**src/rtl/qlf_carry_seq_pkg.sv**
```systemverilog
// Shared types and helpers for the byte-serial add/subtract sequencer.
// Used by qlf_rr_arb and qlf_carry8_seq.
package qlf_carry_seq_pkg;

  typedef enum logic [1:0] {
    IDLE,
    RUN,
    DONE
  } state_t;

  localparam int SLICE_W = 8;

  function automatic int beat_w(input int beats);
    return (beats > 1) ? $clog2(beats) : 1;
  endfunction

  function automatic int id_w(input int n);
    return (n > 1) ? $clog2(n) : 1;
  endfunction

endpackage

```
**src/rtl/qlf_rr_arb.sv**
```systemverilog
// Combinational round-robin arbiter: search starts at ptr and wraps.
// The pointer register itself lives in the parent.
module qlf_rr_arb
  import qlf_carry_seq_pkg::*;
#(
  parameter int NUM_REQ = 2,
  parameter int IDW     = 1
) (
  input  logic [NUM_REQ-1:0] req,
  input  logic [IDW-1:0]     ptr,
  output logic [NUM_REQ-1:0] gnt,
  output logic [IDW-1:0]     idx,
  output logic               any
);

  logic [IDW:0] j;

  always_comb begin
    gnt = '0;
    idx = '0;
    any = 1'b0;
    j   = '0;
    for (int k = 0; k < NUM_REQ; k++) begin
      j = {1'b0, ptr} + (IDW+1)'(k);
      if (j >= (IDW+1)'(NUM_REQ))
        j = j - (IDW+1)'(NUM_REQ);
      if (!any && req[j[IDW-1:0]]) begin
        any              = 1'b1;
        gnt[j[IDW-1:0]]  = 1'b1;
        idx              = j[IDW-1:0];
      end
    end
  end

endmodule

```
**src/rtl/qlf_carry8_seq.sv**
```systemverilog
// Byte-serial add/subtract sequencer sharing one 8-bit carry slice.
// Optional flags (rsp_zero, rsp_ovf) under QLF_CARRY_SEQ_FLAGS_EN.
module qlf_carry8_seq
  import qlf_carry_seq_pkg::*;
#(
  parameter int WIDTH   = 32,
  parameter int NUM_REQ = 2
) (
  input  logic                     clk,
  input  logic                     reset,
  input  logic [NUM_REQ-1:0]       req_valid,
  output logic [NUM_REQ-1:0]       req_ready,
  input  logic [NUM_REQ*WIDTH-1:0] req_a,
  input  logic [NUM_REQ*WIDTH-1:0] req_b,
  input  logic [NUM_REQ-1:0]       req_sub,
  output logic                     rsp_valid,
  input  logic                     rsp_ready,
  output logic [id_w(NUM_REQ)-1:0] rsp_id,
  output logic [WIDTH-1:0]         rsp_sum,
  output logic                     rsp_cout,
  output logic                     busy
`ifdef QLF_CARRY_SEQ_FLAGS_EN
  ,
  output logic                     rsp_zero,
  output logic                     rsp_ovf
`endif
);

  localparam int BEATS = WIDTH / SLICE_W;
  localparam int BW    = beat_w(BEATS);
  localparam int IDW   = id_w(NUM_REQ);

  state_t             state;
  logic [WIDTH-1:0]   a_q;
  logic [WIDTH-1:0]   b_q;
  logic               carry;
  logic [BW-1:0]      beat;
  logic [IDW-1:0]     ptr;
  logic [NUM_REQ-1:0] gnt;
  logic [IDW-1:0]     gidx;
  logic               gany;
  logic               take;
  logic [IDW-1:0]     ptr_nxt;

  logic [SLICE_W-1:0] sa;
  logic [SLICE_W-1:0] sb;
  logic [SLICE_W-1:0] sp;
  logic [SLICE_W-1:0] ss;
  logic [SLICE_W:0]   c;
  logic [WIDTH-1:0]   sum_nxt;

  qlf_rr_arb #(
    .NUM_REQ(NUM_REQ),
    .IDW    (IDW)
  ) u_arb (
    .req(req_valid),
    .ptr(ptr),
    .gnt(gnt),
    .idx(gidx),
    .any(gany)
  );

  // Grant is masked by reset so ready drops the instant reset asserts.
  assign req_ready = (state == IDLE && !reset && gany) ? gnt : '0;
  assign take      = |(req_valid & req_ready);
  assign rsp_valid = (state == DONE);
  assign busy      = (state != IDLE);
  assign ptr_nxt   = (gidx == IDW'(NUM_REQ-1)) ? '0 : gidx + 1'b1;

  always_comb begin
    sa   = a_q[int'(beat)*SLICE_W +: SLICE_W];
    sb   = b_q[int'(beat)*SLICE_W +: SLICE_W];
    sp   = sa ^ sb;
    c    = '0;
    c[0] = carry;
    for (int i = 0; i < SLICE_W; i++)
      c[i+1] = sp[i] ? c[i] : sa[i];
    ss      = sp ^ c[SLICE_W-1:0];
    sum_nxt = rsp_sum;
    sum_nxt[int'(beat)*SLICE_W +: SLICE_W] = ss;
  end

  always_ff @(posedge clk or posedge reset) begin
    if (reset) begin
      state    <= IDLE;
      a_q      <= '0;
      b_q      <= '0;
      carry    <= 1'b0;
      beat     <= '0;
      ptr      <= '0;
      rsp_id   <= '0;
      rsp_sum  <= '0;
      rsp_cout <= 1'b0;
`ifdef QLF_CARRY_SEQ_FLAGS_EN
      rsp_zero <= 1'b0;
      rsp_ovf  <= 1'b0;
`endif
    end else begin
      unique case (state)
        IDLE: begin
          if (take) begin
            a_q    <= req_a[int'(gidx)*WIDTH +: WIDTH];
            b_q    <= req_b[int'(gidx)*WIDTH +: WIDTH]
                      ^ {WIDTH{req_sub[gidx]}};
            carry  <= req_sub[gidx];
            beat   <= '0;
            rsp_id <= gidx;
            ptr    <= ptr_nxt;
            state  <= RUN;
          end
        end
        RUN: begin
          rsp_sum <= sum_nxt;
          carry   <= c[SLICE_W];
          if (beat == BW'(BEATS-1)) begin
            rsp_cout <= c[SLICE_W];
`ifdef QLF_CARRY_SEQ_FLAGS_EN
            rsp_zero <= (sum_nxt == '0);
            rsp_ovf  <= c[SLICE_W-1] ^ c[SLICE_W];
`endif
            state    <= DONE;
          end else begin
            beat <= beat + 1'b1;
          end
        end
        DONE: begin
          if (rsp_ready)
            state <= IDLE;
        end
        default: state <= IDLE;
      endcase
    end
  end

endmodule

```
**config.mk**
```make
export PLATFORM = sky130hd
export DESIGN_NAME = qlf_carry8_seq
export DESIGN_NICKNAME = d
export VERILOG_FILES = /design/src/rtl/qlf_carry_seq_pkg.sv /design/src/rtl/qlf_rr_arb.sv /design/src/rtl/qlf_carry8_seq.sv
export SDC_FILE = /design/constraint.sdc
export NUM_CORES = 1
export LEC_CHECK = 0
export BUFFER_PORTS_ARGS = -buffer_cell sky130_fd_sc_hd__clkbuf_2
export CAP_MARGIN = 20
export CORE_ASPECT_RATIO = 0.75
export CORE_MARGIN = 2
export CORE_UTILIZATION = 42
export DETAILED_ROUTE_END_ITERATION = 10
export MAX_ROUTING_LAYER = met4
export PLACE_DENSITY = 0.71
export RECOVER_POWER = 100
export SLEW_MARGIN = 20
export SYNTH_ARGS = -nofsm -noshare
export SYNTH_HDL_FRONTEND = slang
export SYNTH_SLANG_ARGS = --single-unit
```
**constraint.sdc**
```tcl
create_clock -name clk -period 3.4 [get_ports clk]
set_clock_uncertainty 0.05 [all_clocks]
set_input_delay 0.68 -clock clk [delete_from_list [all_inputs] [get_ports clk]]
set_output_delay 0.68 -clock clk [all_outputs]
set_load 0.01 [all_outputs]
```
=== After elaboration in Yosys (flattened, before gate mapping) ===
Cells that the tools add are included.

* Flip-flop bits (word level): 104
* Input bits: 135
* Word-level logic and storage cells: 94

* Add/sub/neg operators: 6
* Order comparisons: 7
* Eq/ne operators: 7
* Shift-type cells: 6
* Muxes and demuxes: 38
* Bitwise operators: 5
* Reductions and logical operators: 16

{| class="wikitable"
|+ Operators by type and width
! operator !! number
|-
| 64-bit by 7-bit indexed part select with 32-bit output || 2
|-
| 32-bit by 6-bit indexed part select with 8-bit output || 2
|-
| 5-bit negator with 33-bit output || 1
|-
| 8-bit by 33-bit variable shift with 32-bit output, first input constant || 1
|-
| 8-bit by 33-bit indexed part select with 32-bit output || 1
|-
| 32-bit bitwise mux || 1
|-
| 32-bit XOR || 1
|-
| 1-bit two-way mux || 24
|-
| 2-bit two-way mux || 8
|-
| 8-bit XOR || 2
|-
| 1-bit by 2-bit less-than comparator with 1-bit output, second input constant || 3
|-
| 2-bit inequality test, second input constant || 3
|-
| 2-bit case mux with 3 select lines || 1
|-
| 2-bit AND reduction || 3
|-
| 3-bit AND reduction || 2
|-
| 1-bit logical AND || 5
|-
| 2-bit == test, second input constant || 2
|-
| 2-bit case mux with 2 select lines || 1
|-
| 2-bit nonzero test || 2
|-
| 1-bit by 1-bit adder with 2-bit output, second input constant || 1
|-
| 2-bit by 1-bit adder with 2-bit output, second input constant || 1
|-
| 2-bit bitwise AND || 1
|-
| 1-bit demux with 1-bit select || 2
|-
| 2-bit by 1-bit == test with 1-bit output, second input constant || 1
|-
| other kinds (11) || 14
|}

=== Longest topological paths before layout ===
* Depth after elaboration: 14
* Gate-level depth with buffers: 11

=== Modules after synthesis ===
From an unflattened synthesis, not the netlist that was laid out.

* Cells, all modules: 543
* Area, all modules: 5596.6 um^2

{| class="wikitable"
|+ By module, submodules not included
! module !! instances !! cells an instance !! area each (um^2) !! seq. area each (um^2)
|-
| qlf_carry8_seq || 1 || 538 || 5564.1 || 2602.5
|-
| qlf_rr_arb || 1 || 5 || 32.5 || 0.0
|}

=== Worst setup path after synthesis ===
Ideal clock, no wire load.

* Kind: flip-flop to flip-flop
* From: register beat[0]
* To: register rsp_cout
* Setup time: 127 ps
* Arrival: 2841 ps
* Required time: 3223 ps
* Path slack: 382 ps
* Cell stages (with the launch flop): 10
* Period minus slack after synthesis: 3018 ps
* Path through: dfrtp_1 > buf_6 > mux4_2 > or2_2 > o2111ai_4 > a311o_1 > nand2_1 > maj3_2 > fa_1 > mux2_1

* Cells in the longest elaborated chain, start to end: 10
* Elaborated cells between the ends (all ways): 13
* Those cells by class: 1 x eq/ne; 2 x shift; 8 x mux; 1 x bitwise; 1 x reduce/logical

{| class="wikitable"
|+ Ends and longest elaborated chain
! what !! RTL line !! source
|-
| from (decl) || qlf_carry8_seq.sv:37 || <nowiki>logic [BW-1:0] beat;</nowiki>
|-
| from (signal assigned) || qlf_carry8_seq.sv:123 || <nowiki>beat <= beat + 1'b1;</nowiki>
|-
| 32-bit by 6-bit indexed part select with 8-bit output (on tied branches) || qlf_carry8_seq.sv:71, qlf_carry8_seq.sv:72 ||
|-
| 8-bit XOR || qlf_carry8_seq.sv:73 || <nowiki>sp = sa ^ sb;</nowiki>
|-
| 1-bit two-way mux (7 in series) || qlf_carry8_seq.sv:77 || <nowiki>c[i+1] = sp[i] ? c[i] : sa[i];</nowiki>
|-
| 1-bit two-way mux (*) || qlf_carry8_seq.sv:77 ||
|-
| via c[8] || qlf_carry8_seq.sv:49 || <nowiki>logic [SLICE_W:0] c;</nowiki>
|-
| to (signal assigned) || qlf_carry8_seq.sv:116 || <nowiki>rsp_cout <= c[SLICE_W];</nowiki>
|-
| to (decl) || qlf_carry8_seq.sv:20 || <nowiki>output logic rsp_cout,</nowiki>
|}

The timed path passes the listed nets; every way through them passes the cells marked *.
A chain may end at the register's enable or synchronous reset.

=== Final worst setup path ===
* From: register beat[1]
* To: register rsp_sum[31]

* Cells in the longest elaborated chain, start to end: 12
* Elaborated cells between the ends (all ways): 15
* Those cells by class: 1 x add/sub; 4 x shift; 8 x mux; 2 x bitwise

{| class="wikitable"
|+ Ends and longest elaborated chain
! what !! RTL line !! source
|-
| 32-bit by 6-bit indexed part select with 8-bit output (on tied branches) || qlf_carry8_seq.sv:71, qlf_carry8_seq.sv:72 ||
|-
| 8-bit XOR || qlf_carry8_seq.sv:73 ||
|-
| 1-bit two-way mux (7 in series) || qlf_carry8_seq.sv:77 ||
|-
| 8-bit XOR || qlf_carry8_seq.sv:78 || <nowiki>ss = sp ^ c[SLICE_W-1:0];</nowiki>
|-
| 8-bit by 33-bit indexed part select with 32-bit output || qlf_carry8_seq.sv:80 || <nowiki>sum_nxt[int'(beat)*SLICE_W +: SLICE_W] = ss;</nowiki>
|-
| 32-bit bitwise mux (*) || qlf_carry8_seq.sv:80 ||
|-
| to (signal assigned) || qlf_carry8_seq.sv:113 || <nowiki>rsp_sum <= sum_nxt;</nowiki>
|-
| to (decl) || qlf_carry8_seq.sv:19 || <nowiki>output logic [WIDTH-1:0] rsp_sum,</nowiki>
|}

Every way passes the cells marked *; elsewhere a longest branch is shown, timed or not.

==> summary.txt <==
Status
  • Run status: finished with violations
  • Violated checks: capacitance limit, slew limit

Layout
  • Fin nets: 837
  • ANT cells: 0
  • Design Area, Final: 6670 um^2
  • Commonest non-fill, non-tap cells in the layout: clkbuf_2 (134), nand2_1 (109), dfrtp_1 (104), clkbuf_1 (42), xnor2_1 (40)
  • P&R area growth vs syn: 23.9%
  • Layout cell share with drive strength beyond 1: 26.4%
  • Commonest non-fill, non-tap cell in the layout: clkbuf_2

Routing
  • TritonRoute pass-1 iters: 5
  • DRC: 0
  • Routed Antenna Nets: 0
  • Via density: 5.25
  • First DRT Iteration DRCs: 234
  • Vias: 4545
  • Final wirelength: 14.1 mm
  • Wirelength per Cell: 16.3 um

Placement
  • RD Place Congestion: 0.855
  • Dpl cell area: 6500 um^2
  • Port-buffer cells: 172
  • Worst slack, placed: 0.211 ns
  • HPWL after detailed placement: 10.9 mm

Clock network
  • Root buffer cell: clkbuf_16
  • Post CTS Setup Buffer Count: 0
  • CTS tree: built
  • Clock-pin transition on the worst setup and hold timing paths: 0.07 ns
  • Total CTS buffers: 9
  • CTS Sinks: 104
  • CTS max path bufs: 2
  • Htree depth: 3
  • Clk_lat worst skew: 0.35 ns
  • PostCTS Resize Cnt: 0
  • Hold buffers post-CTS: 0

Floorplanning
  • DIE AREA: 13700 um^2
  • Core Box Area: 12400 um^2
  • Rows: 35
  • Die Ht: 102 um
  • DIE WIDTH: 135 um
  • Io pins: 173
  • Starting density of the core: 43.4%

Hold path
  • Hold endpoint: a_q[16]
  • Launch point of the worst hold path: a_q[16]
  • Hold/Removal Path Class: flop to flop
  • Hold Path Depth: 2

Synth
  • Post-Synthesis Cells: 530
  • EDFF count, synth: 0
  • Cell taking the most area after synthesis: dfrtp_1
  • Synth cell types: 44
  • Mapped cell area: 5380 um^2
  • Seq/Total Area, Yosys: 48.4%
  • Syn nets: 672
  • Yosys top cell area share: 48.4%
  • Syn_area_per_cell: 10.2 um^2
  • Top FF cell, synth: dfrtp_1
  • Ranking of synthesized cells by area: dfrtp_1 (48%), nand2_1 (7.6%), mux4_2 (6.7%)
  • #FFs+latches synth: 104
  • Ys Warns: 0
  • Synth async-reset ratio: 100%

Global routing
  • Vias in the first global route: 4505
  • First-pass GRT wire length: 22.7 mm
  • All-layer global routing usage: 22.3%
  • Largest net degree at the start of global routing: 105
  • Antenna violations before repair: 0
  • Overflow after GRT: 0

Setup path
  • FF-to-FF End: rsp_sum[31]
  • Crit path max fanout: 11
  • Setup CP Type: flop to flop
  • Slowest CP cell: dfrtp_1
  • R2r worst-path depth: 9
  • Startpoint Class: flop
  • WP data arrival: 3.44 ns
  • CP Data Required Time: 3.62 ns
  • Max incr delay on CP: 0.65 ns
  • Worst Path Buf+Inv: 2
  • Reg-to-Reg Start: beat[1]
  • Crit path capture type: flop
  • Slack of the worst reg-to-reg path: 0.18 ns
  • CP cell instances: clkbuf_1 > mux4_2 > nor2_1 > a311o_1 > nand2_1 > maj3_2 > fa_1 > inv_1 > o21ai_1
  • Family with the most delay on the worst path: adder cells

Flow run
  • Max Cap Violations: 1

Timing
  • Fin crit period: 3.22 ns
  • Setup TNS: 0 ns
  • Setup ws final: 0.180 ns
  • RSZ-0062 raised after global routing: false
  • Worst-Margin Slew: 2.54 ns
  • Final Cycle Share: 94.7%
  • Hold WS: 0.430 ns
  • Slew margin rel.: -69.6%
  • Pins Over Slew Limit: 105
  • Hold Vio Cnt, Final: 0
  • Setup violations, final: 0
  • Max Clk Rate: 311 MHz

Power and ir drop
  • VDD IR max: 707 uV
  • Pwr dens: 999 nW/um^2
  • Leak: 0.00317 uW
synthesized netlist by cell type (all sizes together), types with 4 or more instances:
| cell type | count |
|---|---|
| xnor2 | 40 |
| ha | 6 |
| mux2i | 33 |
| nand2 | 109 |
| xor2 | 5 |
| a22oi | 32 |
| buf | 10 |
| o21ai | 39 |
| inv | 8 |
| clkbuf | 21 |
| nor2 | 38 |
| mux4 | 16 |
| a21oi | 34 |
| or2 | 4 |
| dfrtp | 104 |
through the flow:
step,total power [uW],utilization (%),instances
finish,6660,53.8,866
global route,7160,53.8,866
global placement,5690,52.4,850
CTS,6860,54.7,866
detailed placement,5850,52.5,850
floorplan,4640,-,530
cell families after synthesis:
family                   Yosys count  share of synthesized area (%)
AND/OR/NAND/NOR                  165                           12.3
AO/OA/AOI/OAI                    118                           13.7
flip-flops                       104                           48.4
multiplexers                      50                           13.0
XOR/XNOR                          45                           7.33
buffers and inverters             39                           3.00
adder cells (fa/ha/maj)            9                           2.19
worst max path at each step:
stage | startpoint | endpoint | slack (ns) | cells after the start
after floorplan | beat[0] | rsp_cout | 0.38 | 9
after global placement | beat[0] | rsp_cout | 0.26 | 9
after detailed placement | beat[1] | rsp_cout | 0.21 | 8
after CTS | beat[0] | rsp_sum[31] | 0.15 | 10
after global routing | beat[1] | rsp_sum[15] | 0.05 | 9
final | beat[1] | rsp_sum[31] | 0.18 | 9
flip-flops by register name, summed over array words and instances, names as in the netlist, 2 cells and up:
name and flops:
a_q 32, b_q 32, rsp_sum 32, beat 2, state 2
area by class of cell:
cell class | count | area [um^2]
clock inverter | 7 | 55.1
clock buffer | 9 | 225
fill | 1116 | 5730
multi-input combinational | 387 | 2620
sequential | 104 | 2600
tap | 166 | 208
inverter | 8 | 33.8
timing repair buffer | 185 | 921
report_power, final:
group          internal [uW]  switching, uW
combinational           1390           2110
clock                    503            479
sequential              1790            389
total                   3680           2980
layer usage:
metal / share of wire [%] / wire length [um] / vias up / global-route usage, %
met5: 0 / 0 / - / -
met4: 1.6 / 225 / 0 / 6.72
li1: - / - / 2159 / -
met3: 6.7 / 948 / 23 / 5.51
met1: 44 / 6210 / 2195 / 29.0
met2: 48 / 6710 / 168 / 35.0
worst register-to-register path, stage by stage (launching register included):
cell and delay [ns]:
dfrtp_1 0.65, clkbuf_1 0.28, mux4_2 0.59, nor2_1 0.31, a311o_1 0.17, nand2_1 0.06, maj3_2 0.32, fa_1 0.48
inv_1 0.07, o21ai_1 0.16
Power figures use the tool's default switching activity.
